`src/rtl/bool_eval_pipe.sv`:
```
// bool_eval_pipe: evaluates a four-operand boolean function on WIDTH lanes.
// Parallel mode computes all lanes on the acceptance edge. Serial mode walks
// the lanes LSB first, one per edge. In both modes the result is then held
// until the consumer acknowledges it.
module bool_eval_pipe #(
    parameter int WIDTH = 8,
    localparam int CNT_W = $clog2(WIDTH + 1)
) (
    input  logic             iCLK,
    input  logic             iRST_n,
    input  logic [WIDTH-1:0] iA,
    input  logic [WIDTH-1:0] iB,
    input  logic [WIDTH-1:0] iC,
    input  logic [WIDTH-1:0] iD,
    input  logic             iValid,
    input  logic             iMode,
    input  logic             iAck,
    output logic             oReady,
    output logic             oBusy,
    output logic             oValid,
    output logic [WIDTH-1:0] oY,
    output logic [CNT_W-1:0] oOnes
);

    localparam int IDX_W = (WIDTH > 1) ? $clog2(WIDTH) : 1;
    localparam logic [IDX_W-1:0] LAST_IDX = IDX_W'(WIDTH - 1);

    typedef enum logic [1:0] {
        IDLE  = 2'd0,
        SHIFT = 2'd1,
        HOLD  = 2'd2
    } state_t;

    state_t           state_q;
    state_t           state_d;
    logic [IDX_W-1:0] idx_q;
    logic [WIDTH-1:0] sh_a_q;
    logic [WIDTH-1:0] sh_b_q;
    logic [WIDTH-1:0] sh_c_q;
    logic [WIDTH-1:0] sh_d_q;
    logic [WIDTH-1:0] y_q;
    logic [CNT_W-1:0] ones_q;
    logic [WIDTH-1:0] par_y;
    logic [CNT_W-1:0] par_ones;
    logic             lane_y;
    logic             accept;

    // Boolean function applied to all lanes at once.
    function automatic logic [WIDTH-1:0] eval_vec(
        input logic [WIDTH-1:0] a,
        input logic [WIDTH-1:0] b,
        input logic [WIDTH-1:0] c,
        input logic [WIDTH-1:0] d
    );
        eval_vec = ~(b ^ d) | (~(a ^ c) & (~b | d));
    endfunction

    // Number of set bits in a result vector.
    function automatic logic [CNT_W-1:0] popcount(input logic [WIDTH-1:0] v);
        logic [CNT_W-1:0] cnt;
        cnt = '0;
        for (int i = 0; i < WIDTH; i++) begin
            cnt = cnt + CNT_W'(v[i]);
        end
        popcount = cnt;
    endfunction

    // Parallel result and its count, plus the single lane the serial walk is on.
    always_comb begin
        par_y    = eval_vec(iA, iB, iC, iD);
        par_ones = popcount(par_y);
        lane_y   = ~(sh_b_q[0] ^ sh_d_q[0]) | (~(sh_a_q[0] ^ sh_c_q[0]) & (~sh_b_q[0] | sh_d_q[0]));
        accept   = (state_q == IDLE) && iValid;
    end

    // State register; reset aborts any operation in flight.
    always_ff @(posedge iCLK or negedge iRST_n) begin
        if (!iRST_n) begin
            state_q <= IDLE;
        end else begin
            state_q <= state_d;
        end
    end

    // Next-state logic: serial walk ends on the last lane, HOLD waits for ack.
    always_comb begin
        state_d = state_q;
        case (state_q)
            IDLE: begin
                if (iValid) begin
                    state_d = iMode ? SHIFT : HOLD;
                end
            end
            SHIFT: begin
                if (idx_q == LAST_IDX) begin
                    state_d = HOLD;
                end
            end
            HOLD: begin
                if (iAck) begin
                    state_d = IDLE;
                end
            end
            default: state_d = IDLE;
        endcase
    end

    // Datapath: operands are captured only on acceptance, so later input
    // changes cannot disturb the operation; HOLD leaves the result untouched.
    always_ff @(posedge iCLK or negedge iRST_n) begin
        if (!iRST_n) begin
            idx_q  <= '0;
            sh_a_q <= '0;
            sh_b_q <= '0;
            sh_c_q <= '0;
            sh_d_q <= '0;
            y_q    <= '0;
            ones_q <= '0;
        end else begin
            case (state_q)
                IDLE: begin
                    if (accept) begin
                        if (!iMode) begin
                            y_q    <= par_y;
                            ones_q <= par_ones;
                        end else begin
                            sh_a_q <= iA;
                            sh_b_q <= iB;
                            sh_c_q <= iC;
                            sh_d_q <= iD;
                            y_q    <= '0;
                            ones_q <= '0;
                            idx_q  <= '0;
                        end
                    end
                end
                SHIFT: begin
                    y_q[idx_q] <= lane_y;
                    ones_q     <= ones_q + CNT_W'(lane_y);
                    idx_q      <= (idx_q == LAST_IDX) ? '0 : idx_q + 1'b1;
                    sh_a_q     <= sh_a_q >> 1;
                    sh_b_q     <= sh_b_q >> 1;
                    sh_c_q     <= sh_c_q >> 1;
                    sh_d_q     <= sh_d_q >> 1;
                end
                default: begin
                end
            endcase
        end
    end

    // Status flags decode directly from the registered state.
    always_comb begin
        oReady = (state_q == IDLE);
        oBusy  = (state_q == SHIFT);
        oValid = (state_q == HOLD);
        oY     = y_q;
        oOnes  = ones_q;
    end

endmodule

```
`config.mk`:
```
export PLATFORM = sky130hd
export DESIGN_NAME = bool_eval_pipe
export DESIGN_NICKNAME = d
export VERILOG_FILES = /design/src/rtl/bool_eval_pipe.sv
export SDC_FILE = /design/constraint.sdc
export NUM_CORES = 1
export LEC_CHECK = 0
export CAP_MARGIN = 20
export CORE_ASPECT_RATIO = 1.5
export CORE_UTILIZATION = 48
export CTS_CLUSTER_SIZE = 28
export DETAILED_ROUTE_END_ITERATION = 16
export PLACE_DENSITY = 0.78
export SKIP_CTS_REPAIR_TIMING = 1
export SYNTH_ARGS = -nofsm -noshare
export SYNTH_HDL_FRONTEND = slang
export SYNTH_SLANG_ARGS = --single-unit
```
`constraint.sdc`:
```
create_clock -name iCLK -period 1.68 [get_ports iCLK]
set_input_delay 0.168 -clock iCLK [delete_from_list [all_inputs] [get_ports iCLK]]
set_output_delay 0.168 -clock iCLK [all_outputs]
set_load 0.01 [all_outputs]
```
* After elaboration in Yosys (flattened, before gate mapping)
Cells that the tools add are included.
** Storage, ports and cells
- Register bits after elaboration :: 49
- Input bits :: 37
- Output and inout bits :: 15
** Operators by class
- Add/sub/neg operators :: 9
- $lt $le $gt $ge :: 2
- Equality and inequality tests :: 8
- Multiplexer cells :: 30
- Bitwise gates (word level) :: 16
- Reduce and logical (&&, ||, !) cells :: 7
** Operators by type and width (number)
- 8-bit 2-to-1 mux :: 10
- 8-bit case mux with 2 select lines :: 5
- 8-bit inverter :: 3
- 4-bit by 1-bit adder with 4-bit output :: 5
- 8-bit OR :: 2
- 8-bit bitwise XOR :: 2
- 3-bit 2-to-1 mux :: 3
- 8-bit AND :: 1
- 8-bit bitwise mux :: 1
- 2-bit 2-to-1 mux :: 4
- 4-bit 2-to-1 mux :: 2
- 4-bit case mux with 2 select lines :: 1
- 2-bit inequality test (second input constant) :: 3
- 2-bit case mux with 3 select lines :: 1
- 3-bit case mux with 2 select lines :: 1
- 3-bit AND reduction :: 2
- 3-bit by 1-bit adder with 4-bit output :: 1
- 3-bit by 4-bit < comparator with 1-bit output (second input constant) :: 1
- 2-bit by 1-bit inequality test with 1-bit output (second input constant) :: 2
- 2-bit by 1-bit adder with 3-bit output :: 1
- 3-bit by 1-bit adder with 3-bit output (second input constant) :: 1
- 1-bit demux with 3-bit select :: 1
- 3-bit == test (second input constant) :: 1
- 3-bit by 1-bit >= comparator with 1-bit output (second input constant) :: 1
- 12 further kinds :: 17

* Depth between registers and ports, before layout
Gate-level depths: netlist (run 1).
- Word-level depth :: 14
- Depth in mapped cells :: 17

* Worst setup path before layout (run 1)
No wires, ideal clock.
- Path kind :: input -> register
- Start point :: input port iD[3]
- End point :: register ones_q[2], in the netlist oOnes[2]
- Setup time :: 0.128 ns
- Data arrival time :: 3.121 ns
- Data required time :: 1.552 ns
- Path slack :: -1.569 ns
- Cell stages on the path :: 17
- Path through :: inv_1 > ha_1 > nor2_1 > nor2_1 > fa_1 > inv_1 > fa_1 > inv_1 > fa_1 > inv_1 > ha_1 > inv_1 > fa_1 > xor2_1 > nor3_2 > o31ai_1 > a21oi_1
** On the way
- Longest elaborated chain between the ends :: 11
- Elaborated cells on any way between the ends :: 13
- Classes of those cells :: add/sub: 5; mux: 3; bitwise: 5
** RTL lines
- start: declaration :: RTL line 14 : input logic [WIDTH-1:0] iD,
- 8-bit OR / 8-bit bitwise XOR (equally long branches) :: RTL line 55 : eval_vec = ~(b ^ d) | (~(a ^ c) & (~b | d));
- 8-bit AND / 8-bit inverter (equally long branches) :: RTL line 55
- 8-bit OR (*) :: RTL line 55
- 3-bit by 1-bit adder with 4-bit output (*) :: RTL line 63 : cnt = cnt + CNT_W'(v[i]);
- 4-bit by 1-bit adder with 4-bit output (*) (4 in a row) :: RTL line 63
- 4-bit 2-to-1 mux (*) :: RTL line 123 : if (!iMode) begin
- 4-bit 2-to-1 mux (*) :: RTL line 122 : if (accept) begin
- 4-bit case mux with 2 select lines (*) :: RTL line 120 : case (state_q)
- end signal: assignment :: RTL line 125 : ones_q <= par_ones;
- end signal: assignment :: RTL line 139 : ones_q <= ones_q + CNT_W'(lane_y);
- end: declaration :: RTL line 42 : logic [CNT_W-1:0] ones_q;
Every way passes the cells marked *; elsewhere a longest branch is shown, timed or not. The select of a mux whose other input is x is not followed.
A chain may end at the register's enable or synchronous reset.

* Worst setup path in the final report (run 1)
- Start point :: input port iA[0]
- End point :: register ones_q[1], in the netlist oOnes[1]
** On the way
- Longest elaborated chain between the ends :: 14
** RTL lines
- start: declaration :: RTL line 11 : input logic [WIDTH-1:0] iA,
- 8-bit bitwise XOR :: RTL line 55
- 8-bit inverter :: RTL line 55
- 8-bit AND :: RTL line 55
- 8-bit OR :: RTL line 55
- 1-bit by 1-bit adder with 2-bit output :: RTL line 63
- 2-bit by 1-bit adder with 3-bit output :: RTL line 63
- 3-bit by 1-bit adder with 4-bit output :: RTL line 63
- 4-bit by 1-bit adder with 4-bit output (4 in a row) :: RTL line 63
- 4-bit 2-to-1 mux :: RTL line 123
- 4-bit 2-to-1 mux :: RTL line 122
- 4-bit case mux with 2 select lines :: RTL line 120
No other way between the ends. The select of a mux whose other input is x is not followed.

==> flow_metrics.tcl, run 1 <==
set metrics [dict create \
    status "complete, but fails checks" \
    violations "negative hold slack, negative setup slack" \
    route.detailed.drc 0 \
    synth_top_flop_cell "dfrtp_1" \
    drv_cap 0 \
    synth_cells 325 \
    ys_ff_latch 49 \
    max-slew-margin-rel_pct 58.1 \
    p_leak_nw 1.89 \
    vdd.ir_drop.worst_v 0.000709 \
    ys_seq_area_share_pct 41.2 \
    vias 2554 \
    grt_pass1_vias 2611 \
    post-route-min-period_ps 3120 \
    place_hpwl_um 5350 \
    hold_class "in2async" \
    die_area_um2 6520 \
    synthArstFlopShare_pct 100 \
    wl_um 7410 \
    via_per_inst 5.41 \
    die_width_um 66.3 \
    whs_ps -55.3 \
    row_count 34 \
    cp_max_fo 2 \
    port_buffers 51 \
    fin_tns_setup_ps -5030 \
    hold_viol 49 \
    cts_made_buffers 5 \
    postRouteAntennaNets 0 \
    io_pins 52 \
    tightest_slew_ps 628 \
    setup_viol 4 \
    synth_top_cell_area_share_pct 41.2 \
    final_cell_mix "49 x dfrtp_1, 39 x nand2_1, 37 x o21ai_0, 34 x clkdlybuf4s50_1, 32 x buf_4" \
    cts_max_level 2 \
    track_usage_pct 25.0 \
    netlist_area_um2 2970 \
    cts.path.max_buffers 2 \
    grt_max_degree 50 \
    core_um2 5870 \
    synth_largest_area_cell "dfrtp_1" \
    fin_util_pct 70.0 \
    critPathKind "in2reg" \
    synth-edff-count 0 \
    crit_path_end_kind "register" \
    required_ps 1920 \
    synthesis.nets 382 \
    rsz0062_at_grt "true" \
    min_period_over_period_pct 186 \
    synth_area_per_cell_um2 9.15 \
    clockRootBuffer "clkbuf_8" \
    num_antenna_cells 0 \
    syn2layout_area_growth_pct 38.2 \
    wire_per_inst_um 15.7 \
    synth-warning-count 0 \
    firstDrtPassIters 4 \
    cp.arrival_ps 3360 \
    final_common_cell "dfrtp_1" \
    clock-sinks 49 \
    antenna_found_initial 0 \
    gp_congestion 0.885 \
    drive_above_1_share_pct 23.5 \
    max_freq_ghz 0.320 \
    clk_pin_slew_ps 90 \
    grt_pass1_wl_um 12300 \
    cts_tree "built" \
    power_density_nw_per_um2 1680 \
    critPathLaunchType "input pin" \
    grt_overflow 0 \
    synthTopCellsByArea "dfrtp_1 41%, mux2i_1 7.1%, ha_1 6.7%, o21ai_0 6.2%, nand2_1 4.9%" \
    yosysUniqueCellTypes 41 \
    initial_core_util_pct 50.6 \
    num-fill-cells 456 \
    layout.nets 457 \
    report.final.slew_viol_count 0 \
    drt_iter0_drc 246 \
    worst-r2r-cell-count 8 \
    final.setup_skew_ps 8.47 \
    dieHeight_um 98.4 \
    fin_ws_ps -1440 \
    clock_latency_ps 310 \
]
-- cells by family (layout without fill, tap and decap cells) --
kind of cell             after synthesis  in the layout  synth area share (%)
AO/OA/AOI/OAI                         90             90                  17.8
XOR/XNOR                              10             10                  2.95
adder cells (fa/ha/maj)               20             20                  9.43
buffers and inverters                 42            117                  6.40
flip-flops                            49             49                  41.2
multiplexers                          23             23                  7.83
AND/OR/NAND/NOR                       91             91                  14.3
-- through the flow --
stage | setup WS [ps] | power [W] | std cells | hold slack [ps] | instance area (um^2)
after floorplan | -1490 | 0.00444 | 325 | -128 | 3030
after global placement | -2050 | 0.00564 | 457 | 313 | 3780
after detailed placement | -2110 | 0.00577 | 457 | 313 | 3780
after CTS | -1810 | 0.00663 | 464 | -21.7 | 3890
after global routing | -1550 | 0.00745 | 472 | 17.7 | 4110
final | -1440 | 0.00689 | 472 | -55.3 | 4110
-- state kept, by name, summed over array words and instances (netlist names) --
register  count
oOnes         4
oY            8
sh_b_q        8
sh_d_q        8
idx_q         3
state_q       2
sh_a_q        8
sh_c_q        8
-- worst paths after layout --
check | from | endpoint | slack, ps
min in group iCLK | iC[0] | sh_c_q[0] | 180
max in group asynchronous | iRST_n | sh_a_q[0] | 1300
hold / removal | iRST_n | state_q[0] | -60
setup reg to reg | sh_d_q[0] | oOnes[2] | -10
hold reg to reg | sh_a_q[2] | sh_a_q[2] | 490
setup / recovery | iA[0] | oOnes[1] | -1440
-- power breakdown --
| part | total, W | switching [W] | internal (W) |
|---|---|---|---|
| clock network | 0.000835 | 0.000402 | 0.000433 |
| logic | 0.00391 | 0.00198 | 0.00193 |
| registers | 0.00215 | 0.000405 | 0.00174 |
-- worst max-delay path: stages --
cell and delay, ps:
buf_4 130, xor2_2 150, nor2_4 140, nor2_4 40, fa_1 540, inv_2 40, fa_1 520, inv_2 40
fa_2 520, inv_2 40, ha_4 150, inv_2 50, fa_2 410, nor3_2 180, o22ai_1 80, a21oi_1 140
-- synth_stat cells (4+ instances only) --
library cell / n
nand2b_1: 6
nand3_1: 4
fa_1: 4
o211ai_1: 6
ha_1: 16
o22ai_1: 6
nand4_1: 4
nand2_1: 39
nor2_1: 22
clkbuf_1: 5
a21oi_1: 21
buf_2: 8
buf_4: 4
nor2b_1: 4
o21bai_1: 4
xor2_1: 9
o21ai_0: 37
mux2i_1: 21
dfrtp_1: 49
inv_1: 22
-- metal layers --
metal	global-route usage, %	wire length [um]	vias to the layer above
li1	-	-	1268
met1	30.0	2920	1207
met2	43.5	4060	61
met3	3.74	210	18
met4	10.5	215	0
met5	0	0	-
-- area by class of cell --
cell class	instances	area, um^2	area share [%]
clock inverters	2	35.0	0.853
flip-flops and latches	49	1230	29.9
repair buffers	87	828	20.2
multi-input cells	234	1770	43.2
clock buffers	5	68.8	1.68
inverters	23	86.3	2.10
well taps	72	90.1	2.19
Power figures use the tool's default switching activity.
==> inputs of run 2 (changes only) <==
- CORE_MARGIN: not set -> 10
- SLEW_MARGIN: not set -> 30
==> flow_metrics.tcl, run 2 (synthesized netlist as in run 1, its figures left out) <==
set metrics [dict create \
    clockPowerShare_pct 10.5 \
    grt_max_degree 50 \
    cts_max_level 2 \
    min_period_over_period_pct 191 \
    wire_per_inst_um 16.8 \
    hold_viol 0 \
    initial_core_util_pct 48.8 \
    rsz0062_at_grt "true" \
    placed_cell_area_um2 3830 \
    post-route-min-period_ps 3210 \
    core_um2 6090 \
    finalNonFillerCells 480 \
    multi_input_area_um2 1750 \
    power_density_nw_per_um2 1670 \
    clockRootBuffer "clkbuf_8" \
    combinationalPowerShare_pct 57.8 \
    critPathLaunchType "input pin" \
    place_hpwl_um 5950 \
    track_usage_pct 15.3 \
    final_area_um2 4070 \
    cp.arrival_ps 3450 \
    final_cell_mix "48 x dfrtp_1, 39 x nand2_1, 38 x buf_4, 37 x o21ai_0, 35 x clkdlybuf4s50_1" \
    vias 2671 \
    tightest_slew_ps 426 \
    die_area_um2 9810 \
    final_common_cell "dfrtp_1" \
    final.setup_skew_ps 6.62 \
    dp.cells 466 \
    route.detailed.drc 0 \
    syn2layout_area_growth_pct 36.8 \
    gp_congestion 0.877 \
    postRouteAntennaNets 0 \
    status "complete, but fails checks" \
    drive_above_1_share_pct 24.4 \
    crit_path_end_kind "register" \
    num_antenna_cells 0 \
    r2r_slack_ps -100 \
    antenna_found_initial 0 \
    fin_util_pct 66.8 \
    p_int_w 0.00391 \
    max_freq_ghz 0.311 \
    setup_viol 6 \
    cts.path.max_buffers 2 \
    seqPwrFrac_pct 31.8 \
    layout.nets 462 \
    p_sw_w 0.00286 \
    dieHeight_um 116 \
    critPathKind "in2reg" \
    p_leak_nw 1.86 \
    cp_max_fo 2 \
    required_ps 1910 \
    via_per_inst 5.56 \
    report.final.slew_viol_count 0 \
    port_buffers 51 \
    violations "negative setup slack" \
    cts_made_buffers 5 \
    clk_pin_slew_ps 100 \
    max-slew-margin-rel_pct 71.6 \
    clock_latency_ps 300 \
    clock-sinks 49 \
    io_pins 52 \
    grt_pass1_wl_um 12400 \
    num-fill-cells 482 \
    vdd.ir_drop.worst_v 0.000838 \
    grt_pass1_vias 2707 \
    drv_cap 0 \
    cts_tree "built" \
    wl_um 8070 \
    row_count 35 \
    die_width_um 84.3 \
    swShare_pct 42.2 \
    drt_iter0_drc 139 \
    hold_class "in2reg" \
    ff_latch_area_um2 1230 \
    fin_ws_ps -1530 \
    firstDrtPassIters 4 \
    grt_overflow 0 \
]
## run 2: per-layer routing
metal / track usage [%] / part of all wire (%) / vias to the layer above / routed length [um]
met1: 16.7 / 40 / 1296 / 3260
met4: 6.72 / 2.4 / 0 / 194
met2: 27.6 / 53 / 81 / 4300
met3: 3.28 / 3.9 / 15 / 313
li1: - / - / 1279 / -
met5: 0 / 0 / - / 0
## run 2: worst max-delay path, cell delays in order
cell      delay, ps
clkbuf_2        130
ha_4            180
nor2_4          100
nor2_4           50
fa_1            550
inv_2            40
fa_1            560
inv_2            40
fa_2            410
inv_2            80
ha_4            130
inv_2            40
fa_2            370
xor2_2          170
nor3_2          200
o21ai_0         100
a21oi_1         140
## run 2: area by class of cell
| cell class | instances | area share (%) |
|---|---|---|
| repair buffers | 92 | 20.2 |
| well taps | 74 | 2.28 |
| clock inverters | 2 | 0.369 |
| inverters | 23 | 2.12 |
| clock buffers | 6 | 1.78 |
| multi-input cells | 234 | 43.0 |
| flip-flops and latches | 49 | 30.2 |
## run 2: power groups by stage
stage               Clock [W]  Combinational, W  Sequential [W]
finish               0.000708           0.00391         0.00215
floorplan                   0           0.00235         0.00209
CTS                  0.000723           0.00364         0.00215
detailed placement          0           0.00361         0.00217
global placement            0           0.00350         0.00214
global route         0.000767           0.00428         0.00222
## run 2: metrics by stage
stage / setup WS (ps) / hold WS, ps / total power [W] / TNS [ps]
floorplan: -1490 / -128 / 0.00444 / -5170
global placement: -2050 / 175 / 0.00563 / -7860
detailed placement: -2170 / 182 / 0.00578 / -8340
CTS: -1890 / -159 / 0.00651 / -7480
global route: -1640 / 186 / 0.00727 / -6050
finish: -1530 / 157 / 0.00677 / -5430
## run 2: path summary, 6_finish.rpt
path                              end  depth (start not counted)  startpoint
min in group asynchronous   sh_a_q[1]                          3      iRST_n
min reg2reg                 sh_d_q[7]                          2   sh_d_q[7]
max                          oOnes[2]                         17       iB[0]
min                         sh_a_q[0]                          3       iA[0]
max in group asynchronous  state_q[0]                          3      iRST_n
max reg2reg                  oOnes[2]                          8   sh_d_q[0]
==> inputs of run 3 (changes only) <==
- GPL_TIMING_DRIVEN: not set -> 0
==> flow_metrics.tcl, run 3 (synthesized netlist as in run 1, its figures left out) <==
set metrics [dict create \
    rsz0062_at_grt "true" \
    cts_tree "built" \
    max-slew-margin-rel_pct 58.2 \
    violations "negative setup slack" \
    clk_pin_slew_ps 90 \
    tightest_slew_ps 627 \
    clock-sinks 49 \
    firstDrtPassIters 4 \
    hold_start "iC[0]" \
    grt_overflow 0 \
    combinationalPowerShare_pct 59.0 \
    core_um2 6090 \
    hold_class "in2reg" \
    post-route-min-period_ps 3260 \
    crit_path_end_kind "register" \
    critPathLaunchType "input pin" \
    grt_pass1_wl_um 12800 \
    cp_max_fo 2 \
    track_usage_pct 15.9 \
    slowest_delay_ps 560 \
    final_common_cell "dfrtp_1" \
    antenna_found_initial 0 \
    seqPwrFrac_pct 30.3 \
    dieHeight_um 116 \
    max_freq_ghz 0.307 \
    initial_core_util_pct 48.8 \
    cts_max_level 2 \
    critPathCapture "oOnes[2]" \
    critPathKind "in2reg" \
    p_int_w 0.00397 \
    cp_cell_sequence "buf_6 > xor2_2 > nor2_4 > nor2_2 > fa_1 > inv_2 > fa_1 > inv_2 > fa_2 > inv_2 > ha_4 > inv_2 > fa_2 > xor2_2 > nor3_2 > o31ai_1 > a21oi_1" \
    final_cell_mix "47 x dfrtp_1, 39 x nand2_1, 36 x o21ai_0, 34 x clkdlybuf4s50_1" \
    p_leak_nw 1.78 \
    gp_congestion 0.854 \
    wl_um 8180 \
    p_sw_w 0.00301 \
    required_ps 1920 \
    power_density_nw_per_um2 1770 \
    startpoint "iC[0]" \
    clockRootBuffer "clkbuf_8" \
    finalPower_w 0.00698 \
    row_count 35 \
    drive_above_1_share_pct 22.8 \
    die_width_um 84.3 \
    clock_latency_ps 320 \
    status "complete, but fails checks" \
    hold_viol 0 \
    syn2layout_area_growth_pct 32.8 \
    min_period_over_period_pct 194 \
    worst-r2r-cell-count 7 \
    layout.nets 451 \
    r2r-start "sh_b_q[0]" \
    num_antenna_cells 0 \
    vias 2658 \
    crit_path_frequent_cell "inv_2" \
    route.detailed.drc 0 \
    report.final.slew_viol_count 0 \
    setup_viol 9 \
    drv_cap 0 \
    cts.path.max_buffers 2 \
    vdd.ir_drop.worst_v 0.000773 \
    cts_made_buffers 5 \
    io_pins 52 \
    grt_pass1_vias 2713 \
    clockPowerShare_pct 10.7 \
    via_per_inst 5.67 \
    cp_slowest_cell "fa_1" \
    port_buffers 50 \
    finalNonFillerCells 469 \
    grt_max_degree 50 \
    fin_ws_ps -1580 \
    postRouteAntennaNets 0 \
    place_hpwl_um 6000 \
    die_area_um2 9810 \
    drt_iter0_drc 174 \
    final.setup_skew_ps 8.20 \
    dp.cells 449 \
    wire_per_inst_um 17.4 \
    cp.arrival_ps 3500 \
    reg2reg_to "oOnes[2]" \
    swShare_pct 43.2 \
    fin_util_pct 64.9 \
    r2r_slack_ps -230 \
]
## run 3: changes by cell type in the layout (fill, tap and decap cells not counted), sizes merged
cell	delta
inv	+1
clkinv	+1
dlymetal6s2s	-2
buf	-19
clkbuf	+10
clkinvlp	-1
clkdlybuf4s50	-1
## run 3: how the worst min path moves through the flow
stage | to | slack (ps) | cells past startpoint
CTS | sh_a_q[3] | -120 | 1
global route | sh_c_q[0] | 240 | 3
finish | sh_c_q[0] | 170 | 3
detailed placement | sh_a_q[1] | 230 | 1
global placement | sh_c_q[1] | 460 | 2
floorplan | idx_q[0] | -130 | 0
## run 3: routing by layer
layer	vias to the layer above	global-route usage [%]	part of all wire (%)
li1	1259	-	-
met1	1258	16.9	38
met2	111	28.8	53
met3	30	3.28	5.2
met4	0	8.40	3.8
met5	-	0	0
## run 3: critical path, delay by kind of cell
family / cells / cell delay, ps
and+or+nand+nor: 3 / 390
adders and majority gates: 5 / 2080
xor gates and xnor gates: 2 / 340
AOI/OAI and AO/OA: 2 / 220
buffers and inverters: 5 / 310
## run 3: layout make-up
cell class                 count  area, um^2
clock inverter                 3        25.0
fill                         483        2140
timing repair buffer          62         558
inverter                      23        93.8
buffer                        19         140
multi-input combinational    234        1740
sequential                    49        1230
clock buffer                   5        68.8
tap                           74        92.6
## run 3: per-stage QoR
stage | hold slack, ps | cell area (um^2) | setup TNS, ps | worst slack (ps)
after detailed placement | 233 | 3620 | -15260 | -2240
final | 168 | 3950 | -5960 | -1580
after global routing | 237 | 3950 | -6640 | -1720
after CTS | -118 | 3720 | -7890 | -1890
after floorplan | -128 | 3030 | -5170 | -1490
after global placement | 460 | 3630 | -62960 | -2180
## run 3: power by group through the flow
| stage | clock network (W) | registers (W) | logic [W] |
|---|---|---|---|
| after global routing | 0.000813 | 0.00218 | 0.00452 |
| after floorplan | 0 | 0.00209 | 0.00235 |
| after detailed placement | 0 | 0.00213 | 0.00354 |
| after CTS | 0.000763 | 0.00210 | 0.00356 |
| after global placement | 0 | 0.00210 | 0.00343 |
| final | 0.000749 | 0.00211 | 0.00412 |
